`config.mk`:
```
export PLATFORM = sky130hd
export DESIGN_NAME = uart_cal_parser
export DESIGN_NICKNAME = d
export VERILOG_FILES = /design/src/rtl/uart_cal_parser.sv
export SDC_FILE = /design/constraint.sdc
export NUM_CORES = 1
export LEC_CHECK = 0
export BUFFER_PORTS_ARGS = -buffer_cell sky130_fd_sc_hd__buf_2
export CORE_ASPECT_RATIO = 1.2
export CORE_MARGIN = 2
export CORE_UTILIZATION = 55
export CTS_BUF_LIST = sky130_fd_sc_hd__clkbuf_16
export DETAILED_ROUTE_END_ITERATION = 7
export GPL_ROUTABILITY_DRIVEN = 0
export PLACE_DENSITY_LB_ADDON = 0.25
export SYNTH_ARGS = -nofsm -noshare
export SYNTH_HDL_FRONTEND = slang
export SYNTH_SLANG_ARGS = --single-unit
export TNS_END_PERCENT = 5
```
`constraint.sdc`:
```
create_clock -name clk -period 7.56 [get_ports clk]
set_input_delay 0.756 -clock clk [delete_from_list [all_inputs] [get_ports clk]]
set_output_delay 0.756 -clock clk [all_outputs]
set_load 0.01 [all_outputs]
```
`src/rtl/uart_cal_parser.sv`:
```
// Line parser for the UART calculator: turns "<A><op><B>=" byte streams into a
// signed result, or an error pulse with a reason code.
module uart_cal_parser #(
  parameter int unsigned OPW    = 16,
  parameter int unsigned MAXDIG = 4,
  parameter int unsigned RW     = 2 * OPW
) (
  input  logic          clk,
  input  logic          n_rst,
  input  logic [7:0]    rx_data,
  input  logic          rx_valid,
  output logic [RW-1:0] result,
  output logic          result_valid,
  output logic          err,
  output logic [1:0]    err_code,
  output logic          busy
);

  localparam int unsigned CW = $clog2(MAXDIG + 1);

  localparam logic [7:0] CH_ZERO  = 8'h30;
  localparam logic [7:0] CH_NINE  = 8'h39;
  localparam logic [7:0] CH_PLUS  = 8'h2B;
  localparam logic [7:0] CH_MINUS = 8'h2D;
  localparam logic [7:0] CH_STAR  = 8'h2A;
  localparam logic [7:0] CH_EQ    = 8'h3D;
  localparam logic [7:0] CH_CR    = 8'h0D;
  localparam logic [7:0] CH_SP    = 8'h20;

  localparam logic [1:0] EC_ILLEGAL = 2'd1;
  localparam logic [1:0] EC_DIGITS  = 2'd2;
  localparam logic [1:0] EC_MISSING = 2'd3;

  typedef enum logic [2:0] {IDLE, OPA, OPB0, OPB, CALC, ERR} state_e;
  typedef enum logic [1:0] {OP_NONE, OP_ADD, OP_SUB, OP_MUL} op_e;

  state_e          state_q, state_d;
  op_e             op_q, op_nxt;
  logic [OPW-1:0]  acc_a_q, acc_a_nxt;
  logic [OPW-1:0]  acc_b_q, acc_b_nxt;
  logic [CW-1:0]   cnt_q, cnt_nxt;
  logic            rx_valid_d;

  logic [RW-1:0]   result_nxt;
  logic            result_valid_nxt;
  logic            err_nxt;
  logic [1:0]      err_code_nxt;

  logic            is_dig, is_op, is_end, is_sp;
  logic [3:0]      dig_val;
  logic            accept, take, digit_full;
  logic            bad;
  logic [1:0]      bad_code;
  logic [RW-1:0]   a_ext, b_ext;

  // Byte classification of the current receive byte.
  always_comb begin
    is_dig  = (rx_data >= CH_ZERO) && (rx_data <= CH_NINE);
    is_op   = (rx_data == CH_PLUS) || (rx_data == CH_MINUS) || (rx_data == CH_STAR);
    is_end  = (rx_data == CH_EQ) || (rx_data == CH_CR);
    is_sp   = (rx_data == CH_SP);
    dig_val = rx_data[3:0];
  end

  assign accept     = rx_valid && !rx_valid_d;
  assign take       = accept && !is_sp;
  assign digit_full = (cnt_q == CW'(MAXDIG));
  assign a_ext      = RW'(acc_a_q);
  assign b_ext      = RW'(acc_b_q);

  // Decide whether the byte being taken rejects the line, and why.
  always_comb begin
    bad      = 1'b0;
    bad_code = 2'd0;
    if (take) begin
      case (state_q)
        IDLE, OPB0: begin
          if (!is_dig) begin
            bad      = 1'b1;
            bad_code = (is_op || is_end) ? EC_MISSING : EC_ILLEGAL;
          end
        end
        OPA: begin
          if (is_dig) begin
            if (digit_full) begin
              bad      = 1'b1;
              bad_code = EC_DIGITS;
            end
          end else if (!is_op) begin
            bad      = 1'b1;
            bad_code = is_end ? EC_MISSING : EC_ILLEGAL;
          end
        end
        OPB: begin
          if (is_dig) begin
            if (digit_full) begin
              bad      = 1'b1;
              bad_code = EC_DIGITS;
            end
          end else if (!is_end) begin
            bad      = 1'b1;
            bad_code = is_op ? EC_MISSING : EC_ILLEGAL;
          end
        end
        default: ;
      endcase
    end
  end

  // State register.
  always_ff @(posedge clk or negedge n_rst) begin
    if (!n_rst) begin
      state_q <= IDLE;
    end else begin
      state_q <= state_d;
    end
  end

  // Next state. A rejecting end byte already closes the line, so there is
  // nothing left to discard and the parser returns straight to IDLE.
  always_comb begin
    state_d = state_q;
    if (state_q == CALC) begin
      state_d = IDLE;
    end else if (bad) begin
      state_d = is_end ? IDLE : ERR;
    end else if (take) begin
      case (state_q)
        IDLE: state_d = OPA;
        OPA:  if (is_op) state_d = OPB0;
        OPB0: state_d = OPB;
        OPB:  if (is_end) state_d = CALC;
        ERR:  if (is_end) state_d = IDLE;
        default: ;
      endcase
    end
  end

  // Datapath and output next values.
  always_comb begin
    acc_a_nxt        = acc_a_q;
    acc_b_nxt        = acc_b_q;
    cnt_nxt          = cnt_q;
    op_nxt           = op_q;
    result_nxt       = result;
    result_valid_nxt = 1'b0;
    err_nxt          = 1'b0;
    err_code_nxt     = err_code;
    if (state_q == CALC) begin
      result_valid_nxt = 1'b1;
      acc_a_nxt        = '0;
      acc_b_nxt        = '0;
      cnt_nxt          = '0;
      case (op_q)
        OP_ADD:  result_nxt = a_ext + b_ext;
        OP_SUB:  result_nxt = a_ext - b_ext;
        OP_MUL:  result_nxt = a_ext * b_ext;
        default: result_nxt = '0;
      endcase
    end else if (bad) begin
      err_nxt      = 1'b1;
      err_code_nxt = bad_code;
      acc_a_nxt    = '0;
      acc_b_nxt    = '0;
      cnt_nxt      = '0;
    end else if (take) begin
      case (state_q)
        IDLE: begin
          acc_a_nxt = OPW'(dig_val);
          cnt_nxt   = CW'(1);
        end
        OPA: begin
          if (is_dig) begin
            acc_a_nxt = acc_a_q * OPW'(10) + OPW'(dig_val);
            cnt_nxt   = cnt_q + CW'(1);
          end else begin
            cnt_nxt = '0;
            case (rx_data)
              CH_PLUS:  op_nxt = OP_ADD;
              CH_MINUS: op_nxt = OP_SUB;
              default:  op_nxt = OP_MUL;
            endcase
          end
        end
        OPB0: begin
          acc_b_nxt = OPW'(dig_val);
          cnt_nxt   = CW'(1);
        end
        OPB: begin
          if (is_dig) begin
            acc_b_nxt = acc_b_q * OPW'(10) + OPW'(dig_val);
            cnt_nxt   = cnt_q + CW'(1);
          end
        end
        default: ;
      endcase
    end
  end

  // Datapath and output registers.
  always_ff @(posedge clk or negedge n_rst) begin
    if (!n_rst) begin
      acc_a_q      <= '0;
      acc_b_q      <= '0;
      cnt_q        <= '0;
      op_q         <= OP_NONE;
      rx_valid_d   <= 1'b0;
      result       <= '0;
      result_valid <= 1'b0;
      err          <= 1'b0;
      err_code     <= 2'd0;
      busy         <= 1'b0;
    end else begin
      acc_a_q      <= acc_a_nxt;
      acc_b_q      <= acc_b_nxt;
      cnt_q        <= cnt_nxt;
      op_q         <= op_nxt;
      rx_valid_d   <= rx_valid;
      result       <= result_nxt;
      result_valid <= result_valid_nxt;
      err          <= err_nxt;
      err_code     <= err_code_nxt;
      busy         <= (state_d != IDLE);
    end
  end

endmodule

```
**Yosys cells after proc, flatten, opt, wreduce, memory -nomap -nowiden**

Cells that the tools add are included.

- Register bits: 78
- Input port bits: 11
- Word-level logic and storage cells: 110

- Add/subtract/negate cells: 5
- $mul: 3
- Magnitude comparators: 2
- Equal/unequal tests: 17
- Multiplexer cells: 48
- Bitwise gates (word level): 3
- Reductions and logical operators: 21

Operators by type and width:

| kind | number |
|---|---|
| 16-bit two-way mux | 8 |
| 32-bit one-hot mux with 3 select lines | 1 |
| 16-bit one-hot mux with 2 select lines | 2 |
| 8-bit by 6-bit == test with 1-bit output (second input constant) | 5 |
| 3-bit two-way mux | 12 |
| 16-bit by 4-bit adder with 16-bit output | 2 |
| 16-bit by 16-bit multiplier with 32-bit output | 1 |
| 16-bit by 3-bit multiplier with 15-bit output (second input constant) | 2 |
| 2-bit two-way mux | 10 |
| 16-bit by 16-bit adder with 17-bit output | 1 |
| 16-bit by 16-bit subtractor with 17-bit output | 1 |
| 3-bit one-hot mux with 5 select lines | 1 |
| 1-bit two-way mux | 10 |
| 3-bit == test (second input constant) | 3 |
| 3-bit one-hot mux with 3 select lines | 1 |
| 3-bit AND reduction | 3 |
| 8-bit by 4-bit == test with 1-bit output (second input constant) | 1 |
| 8-bit by 6-bit >= comparator with 1-bit output (second input constant) | 1 |
| 8-bit by 6-bit less-or-equal comparator with 1-bit output (second input constant) | 1 |
| 4-bit inequality test (second input constant) | 2 |
| 4-bit nonzero test | 2 |
| 3-bit by 2-bit == test with 1-bit output (second input constant) | 2 |
| 2-bit one-hot mux with 3 select lines | 1 |
| 3-bit nonzero test | 2 |
| other kinds (15) | 24 |

**Depth between registers and ports, before layout**

Gate-level depths: netlist of run 1.

- Depth in word-level cells: 10
- Depth in mapped cells: 24

**Worst setup path before layout of run 1**

No wires, ideal clock.

- Path type: flip-flop to flip-flop
- Start: reg acc_b_q[1]
- End: reg result[28]
- Library setup time: 0.141 ns
- Arrival: 5.875 ns
- Path slack: 1.544 ns
- Cell stages (with the launch flop): 21
- Clock period less this slack: 6.016 ns
- Path through: dfrtp_1 > clkbuf_1 > nand2_1 > fa_1 > fa_1 > fa_1 > fa_1 > inv_1 > fa_1 > inv_1 > fa_1 > inv_1 > ha_1 > a21oi_1 > o21ai_0 > a31oi_1 > a41oi_1 > a221oi_1 > o21ai_0 > mux2i_1 > nand3_1

- Cells in the longest elaborated chain, start to end: 2
- Elaborated cells between the ends (all ways): 3
- Those cells by class: add/sub (1); mul (1); mux (1)

Ends and longest elaborated chain:

| what | RTL line | RTL |
|---|---|---|
| start: declaration | 40 | `logic [OPW-1:0] acc_b_q, acc_b_nxt;` |
| start signal: assignment | 215 | `acc_b_q <= acc_b_nxt;` |
| 16-bit by 16-bit multiplier with 32-bit output or 16-bit by 16-bit subtractor with 17-bit output (tied branches) | 157, 156 |  |
| 32-bit one-hot mux with 3 select lines (*) | 154 | `case (op_q)` |
| end signal: assignment | 219 | `result <= result_nxt;` |
| end: declaration | 12 | `output logic [RW-1:0] result,` |

Every way passes the cells marked *; elsewhere a longest branch is shown, timed or not.
A chain may end at the register's enable or synchronous reset.

**Worst setup path in the final report of run 1**

- Start: reg acc_a_q[7]
- End: reg result[28]

- Cells in the longest elaborated chain, start to end: 2
- Elaborated cells between the ends (all ways): 3
- Those cells by class: add/sub (1); mul (1); mux (1)

Ends and longest elaborated chain:

| what | RTL line | RTL |
|---|---|---|
| start: declaration | 39 | `logic [OPW-1:0] acc_a_q, acc_a_nxt;` |
| start signal: assignment | 214 | `acc_a_q <= acc_a_nxt;` |
| 16-bit by 16-bit multiplier with 32-bit output or 16-bit by 16-bit subtractor with 17-bit output (tied branches) | 157, 156 |  |
| 32-bit one-hot mux with 3 select lines (*) | 154 |  |

Marked as above.

==> run summary, run 1 <==
Avg Inst Size Synth -> 8.52 um^2
top cell type's share of synthesized area -> 25.8%
DRC -> 0
worst skew pair latency -> 0.36 ns
Yosys cell types -> 77
Hold Path Origin -> result[25]
Synth area leader -> fa_1
CP delay by family, top -> adder cells
top cells by area, synth -> fa_1, ha_1, dfrtp_1
fin. max-slew vios -> 0
PnR Total Power -> 0.00241 W
largest family of logic cells by synthesized area -> adder cells
initial core utilization -> 55.7%
Seq/Total Area, Yosys -> 12.6%
CTS tree -> done
Simple-Gate Fraction of Synth Area -> 17.7%
Remaining Overflow, GRT -> 0
total iterations of the first detailed-routing run -> 5
Hold EP -> result[25]
H-tree depth -> 3
wire length per cell -> 17.9 um
metal2 WL -> 19000 um
Syn-to-layout area delta -> 5.55%
post-CTS sizing -> 0
Num CTS Buffers -> 9
first-pass GRT wire length -> 65400 um
Critical Path Fanout Max -> 20
commonest non-fill, non-tap cell in the layout -> inv_1
layout cell share with drive strength beyond 1 -> 5.80%
synthesized cell area -> 0.0155 mm^2
Die H -> 188 um
CTS clk-pin slew, worst paths -> 0.07 ns
Final Cell Area -> 0.0164 mm^2
Synth Area in Compound Gates -> 13.8%
Hold Buf Count CTS -> 0
Tmin final -> 6.82 ns
CP peak stage delay -> 0.90 ns
R2R depth -> 22
DP HPWL -> 31200 um
RSZ-0062 raised after global routing -> no
fin crit share -> 90.3%
mux cell area share after synthesis -> 1.15%
DIE WIDTH -> 157 um
Reg2Reg Setup Slack -> 0.74 ns
placed inst area -> 0.0160 mm^2
Final Hold Viols -> 0
Setup violations, final -> 0
Cells after Synth -> 1819
DR vias -> 12600
status -> complete, no violations
slowest CP cell -> dfrtp_1
vias in the first global route -> 12900
worst reg2reg path endpoint -> result[28]
post-CTS setup buffers -> 0
met3 wire length -> 2280 um
Core Region -> 0.0278 mm^2
clock skew -> 0.0121 ns
largest net degree at the start of global routing -> 79
clk buf depth -> 2
peak supply drop -> 0.000116 V
ys flop type -> dfrtp_1
most frequent cells in the layout -> inv_1, nand2_1, fa_1, ha_1, nor2_1
Antenna Nets Post-Route -> 0
cell count of the worst hold path -> 2
CP Class -> reg -> reg
1st-iter DRT viols -> 883
Worst R2R Start -> acc_a_q[7]
min-delay worst type -> reg -> reg
fraction of registers with async set or reset after synthesis -> 100%
Sum Neg Setup Slack -> 0 ns
Buf/Inv on CP -> 6
input/output buffers -> 47
maximum clock rate -> 147 MHz
Syn Nets -> 2220
Post-Route M1 WL -> 17000 um
Layout Nets -> 2223
PD cells -> 147 mW/mm^2
Post-synth EDFFs -> 0
Pleak -> 8.15 nW
Worst Path Arrival -> 7.03 ns
Slew headroom -> 32.9%
max cap viols -> 0
Setup crit end kind -> flop
Via density -> 5.73
warning count from the yosys run -> 0
gr usage total -> 27.9%
Post-Synth Adder-Cell Area -> 41.2%
row count -> 67
top layer in use -> met4
clk root buf -> clkbuf_16
Final Routed Wirelength -> 39400 um
die footprint -> 0.0295 mm^2
Worst setup SP type -> flop
n_diodes -> 0
worst slew pin tran -> 1.01 ns
clk sinks -> 78
total I/O pin count -> 48
Post-Synth XOR/XNOR Area -> 4.69%
FF+latch count, synth -> 78
initial antenna violation count -> 0
Critical Path RT -> 7.77 ns
Fill cells -> 2548
Critical Path, Cell by Cell -> ha_1, inv_1, fa_1, inv_1, fa_1, inv_1, fa_1, inv_1, fa_1, fa_1, inv_1, fa_1, inv_1, ha_1, nand2_1, o21ai_0, a21oi_1, a41oi_1, a221oi_1, o21ai_0, mux2i_1, nand3_1
==> where the power goes <==
part           internal (W)  switching (W)
combinational      0.000506       0.000694
clock              0.000265       0.000218
sequential         0.000523       0.000201
total               0.00129        0.00111
==> area by class of cell <==
class | count | area [um^2] | area share (%)
Timing Repair Buffer | 63 | 358 | 2.19
Tap cell | 379 | 474 | 2.90
Clock inverter | 7 | 86.3 | 0.528
Sequential cell | 78 | 1950 | 11.9
Multi-Input combinational cell | 1380 | 12200 | 74.4
Inverter | 290 | 1090 | 6.66
Clock buffer | 9 | 225 | 1.38
==> registers in the layout (all words and copies together) (netlist names) <==
register	flops
result	32
acc_a_q	16
err	1
acc_b_q	16
op_q	2
rx_valid_d	1
state_q	3
cnt_q	3
busy	1
result_valid	1
err_code	2
==> Yosys cell counts, drive strengths merged, types with 9 or more instances <==
library cell,n
a221oi,12
inv,289
nand4,9
dfrtp,78
clkbuf,67
nor2,105
o21ai,81
a21o,16
a31oi,13
mux2i,11
ha,190
o21a,11
o211ai,15
xor2,26
nand2b,14
a21oi,77
nor2b,12
nand3,18
a22o,13
nor3,21
xnor2,57
a211oi,10
fa,200
nand2,227
and2,100
o31ai,15
==> logic make-up after synthesis <==
| kind of cell | after synthesis |
|---|---|
| AO/OA/AOI/OAI | 326 |
| XOR/XNOR | 83 |
| multiplexers | 17 |
| AND/OR/NAND/NOR | 564 |
| flip-flops | 78 |
| adder cells (fa/ha/maj) | 390 |
| buffers and inverters | 361 |
==> per-layer routing <==
layer  track usage, %  vias to the layer above
met1             37.7                     6171
met5                0                        -
li1                 -                     5972
met3             2.89                       65
met2             46.8                      428
met4             9.16                        0
==> how the worst max path moves through the flow <==
| stage | cells after the start | start | end | slack (ns) |
|---|---|---|---|---|
| 4_1_cts | 22 | acc_a_q[7] | result[28] | 0.82 |
| 5_1_grt | 22 | acc_a_q[7] | result[28] | 0.40 |
| 3_3_place_gp | 22 | acc_a_q[7] | result[28] | 1.05 |
| 6_report | 22 | acc_a_q[7] | result[28] | 0.74 |
| 3_5_place_dp | 22 | acc_a_q[7] | result[28] | 0.91 |
| 2_1_floorplan | 20 | acc_b_q[1] | result[28] | 1.54 |
==> worst register-to-register path: stages (launching register included) <==
cell,delay [ns]
dfrtp_1,0.90
ha_1,0.30
inv_1,0.11
fa_1,0.55
inv_1,0.06
fa_1,0.50
inv_1,0.05
fa_1,0.53
inv_1,0.05
fa_1,0.45
fa_1,0.49
inv_1,0.05
fa_1,0.48
inv_1,0.04
ha_1,0.35
nand2_1,0.10
o21ai_0,0.34
a21oi_1,0.14
a41oi_1,0.38
a221oi_1,0.22
o21ai_0,0.27
mux2i_1,0.22
nand3_1,0.09
==> per-stage QoR <==
step | utilization, % | hold slack [ns] | worst slack [ns] | instances
2_1_floorplan | - | 0.460 | 1.54 | 1819
3_3_place_gp | 57.6 | 0.448 | 1.05 | 2190
3_5_place_dp | 57.6 | 0.458 | 0.910 | 2190
4_1_cts | 58.8 | 0.473 | 0.821 | 2206
5_1_grt | 58.8 | 0.497 | 0.402 | 2206
6_report | 58.8 | 0.466 | 0.736 | 2206
Note: power is estimated with default switching activity, not from simulation.
==> run 2, diff against run 1 <==
--- a/config.mk
+++ b/config.mk
@@ -8,7 +8,7 @@
 export BUFFER_PORTS_ARGS = -buffer_cell sky130_fd_sc_hd__buf_2
 export CORE_ASPECT_RATIO = 1.2
 export CORE_MARGIN = 2
-export CORE_UTILIZATION = 55
+export CORE_UTILIZATION = 35
 export CTS_BUF_LIST = sky130_fd_sc_hd__clkbuf_16
 export DETAILED_ROUTE_END_ITERATION = 7
 export GPL_ROUTABILITY_DRIVEN = 0
==> run 2 against run 1 <==
Against the previous run: power is 0.82% higher; clock skew is 0.0016 ns higher; final cell count is 8.5% higher; combinational power hardly changed; wire length is 8.5% higher; largest cell class unchanged.
==> run summary, run 2 (synthesized netlist as in run 1, its figures left out) <==
status -> complete, no violations
Setup crit end kind -> flop
first-pass GRT wire length -> 70500 um
input/output buffers -> 47
clk buf depth -> 2
Via density -> 5.21
H-tree depth -> 3
Sum Neg Setup Slack -> 0 ns
Critical Path RT -> 7.78 ns
max cap viols -> 0
gr usage total -> 19.5%
biggest registers after layout -> result: 32 flops, acc_a_q: 16 flops, acc_b_q: 16 flops
Fill cells -> 4428
post-CTS setup buffers -> 0
Register Area -> 0.00195 mm^2
Die H -> 234 um
Slew headroom -> 28.6%
total iterations of the first detailed-routing run -> 5
n_diodes -> 0
area occupied by multi-input gates -> 0.0122 mm^2
1st-iter DRT viols -> 511
commonest non-fill, non-tap cell in the layout -> inv_1
Worst Path Arrival -> 7.00 ns
layout cell share with drive strength beyond 1 -> 6.16%
Final Hold Viols -> 0
most frequent cells in the layout -> inv_1, nand2_1, fa_1, ha_1, nor2_1
maximum clock rate -> 147 MHz
clk sinks -> 78
Pleak -> 8.18 nW
worst slew pin tran -> 1.07 ns
clock skew -> 0.0137 ns
total I/O pin count -> 48
PnR Total Power -> 0.00243 W
Syn-to-layout area delta -> 7.29%
peak supply drop -> 0.000106 V
DRC -> 0
CP Class -> reg -> reg
DIE WIDTH -> 196 um
RSZ-0062 raised after global routing -> no
Layout Nets -> 2230
row count -> 84
vias in the first global route -> 13100
Num CTS Buffers -> 9
PD cells -> 146 mW/mm^2
post-CTS sizing -> 0
Worst setup SP type -> flop
wire length per cell -> 17.9 um
Remaining Overflow, GRT -> 0
largest net degree at the start of global routing -> 75
Hold Buf Count CTS -> 0
max reg flops -> 32
min-delay worst type -> in -> async
initial antenna violation count -> 0
CTS tree -> done
Core Region -> 0.0437 mm^2
Inst Count DP -> 2377
fin. max-slew vios -> 0
Tmin final -> 6.78 ns
Critical Path Fanout Max -> 20
initial core utilization -> 35.4%
CTS clk-pin slew, worst paths -> 0.08 ns
worst skew pair latency -> 0.38 ns
Final Routed Wirelength -> 42800 um
Antenna Nets Post-Route -> 0
non-filler cells, final -> 2393
DR vias -> 12500
Setup violations, final -> 0
die footprint -> 0.0460 mm^2
DP HPWL -> 34300 um
clk root buf -> clkbuf_16
fin crit share -> 89.7%
Reg with most FFs -> result
[run 2: cell types whose count changed in the layout (fill, tap and decap cells not counted), sizes merged]
| cell | change |
|---|---|
| buf | +7 |
| clkinv | +3 |
| clkinvlp | -1 |
| inv | -2 |
[run 2: where the power goes]
| part | internal (W) | leakage (nW) | switching [W] | total (W) |
|---|---|---|---|---|
| sequential | 0.000523 | 1.02 | 0.000193 | 0.000716 |
| clock | 0.000260 | 0.151 | 0.000219 | 0.000480 |
| combinational | 0.000509 | 7.01 | 0.000722 | 0.00123 |
| total | 0.00129 | 8.18 | 0.00113 | 0.00243 |
[run 2: stage by stage]
step                setup WS (ns)  utilization [%]  hold WS [ns]  instance area (um^2)
global route                0.448             38.0         0.155                 16600
CTS                         0.818             38.0         0.153                 16600
floorplan                    1.54                -         0.460                 15500
global placement            0.986             37.3         0.448                 16300
detailed placement          0.863             37.3         0.453                 16300
finish                      0.777             38.0         0.163                 16600
[run 2: per-layer routing]
metal	vias to the layer above	GRT usage, %	share of wire (%)
met1	6172	25.1	46
li1	6002	-	-
met5	-	0	0
met3	46	2.19	3.1
met4	0	5.35	2.0
met2	236	34.6	49
[run 2: path summary, 6_finish.rpt]
path	startpoint	to	slack (ns)	cells after the start
setup / recovery	acc_a_q[7]	result[28]	0.78	22
hold / removal	n_rst	busy	0.16	1
setup reg to reg	acc_a_q[7]	result[28]	0.78	22
hold reg to reg	result[25]	result[25]	0.46	2
max in group asynchronous	n_rst	result[29]	6.21	2
min in group clk	result[25]	result[25]	0.46	2
[run 2: critical path, stage by stage (launching register included)]
cell      delay [ns]
dfrtp_1         0.89
ha_1            0.29
inv_1           0.10
fa_1            0.54
inv_1           0.05
fa_1            0.49
inv_1           0.05
fa_1            0.53
inv_1           0.05
fa_1            0.45
fa_1            0.49
inv_1           0.05
fa_1            0.47
inv_1           0.04
ha_1            0.35
nand2_1         0.10
o21ai_0         0.32
a21oi_1         0.13
a41oi_1         0.39
a221oi_1        0.24
o21ai_0         0.30
mux2i_1         0.24
nand3_1         0.09
[run 2: area by class of cell]
type                            instances  area share, %
Timing Repair Buffer                   70           2.47
Multi-Input combinational cell       1380           73.2
Tap cell                              559           4.21
Inverter                              290           6.55
Clock buffer                            9           1.35
Clock inverter                          7          0.474
Sequential cell                        78           11.7
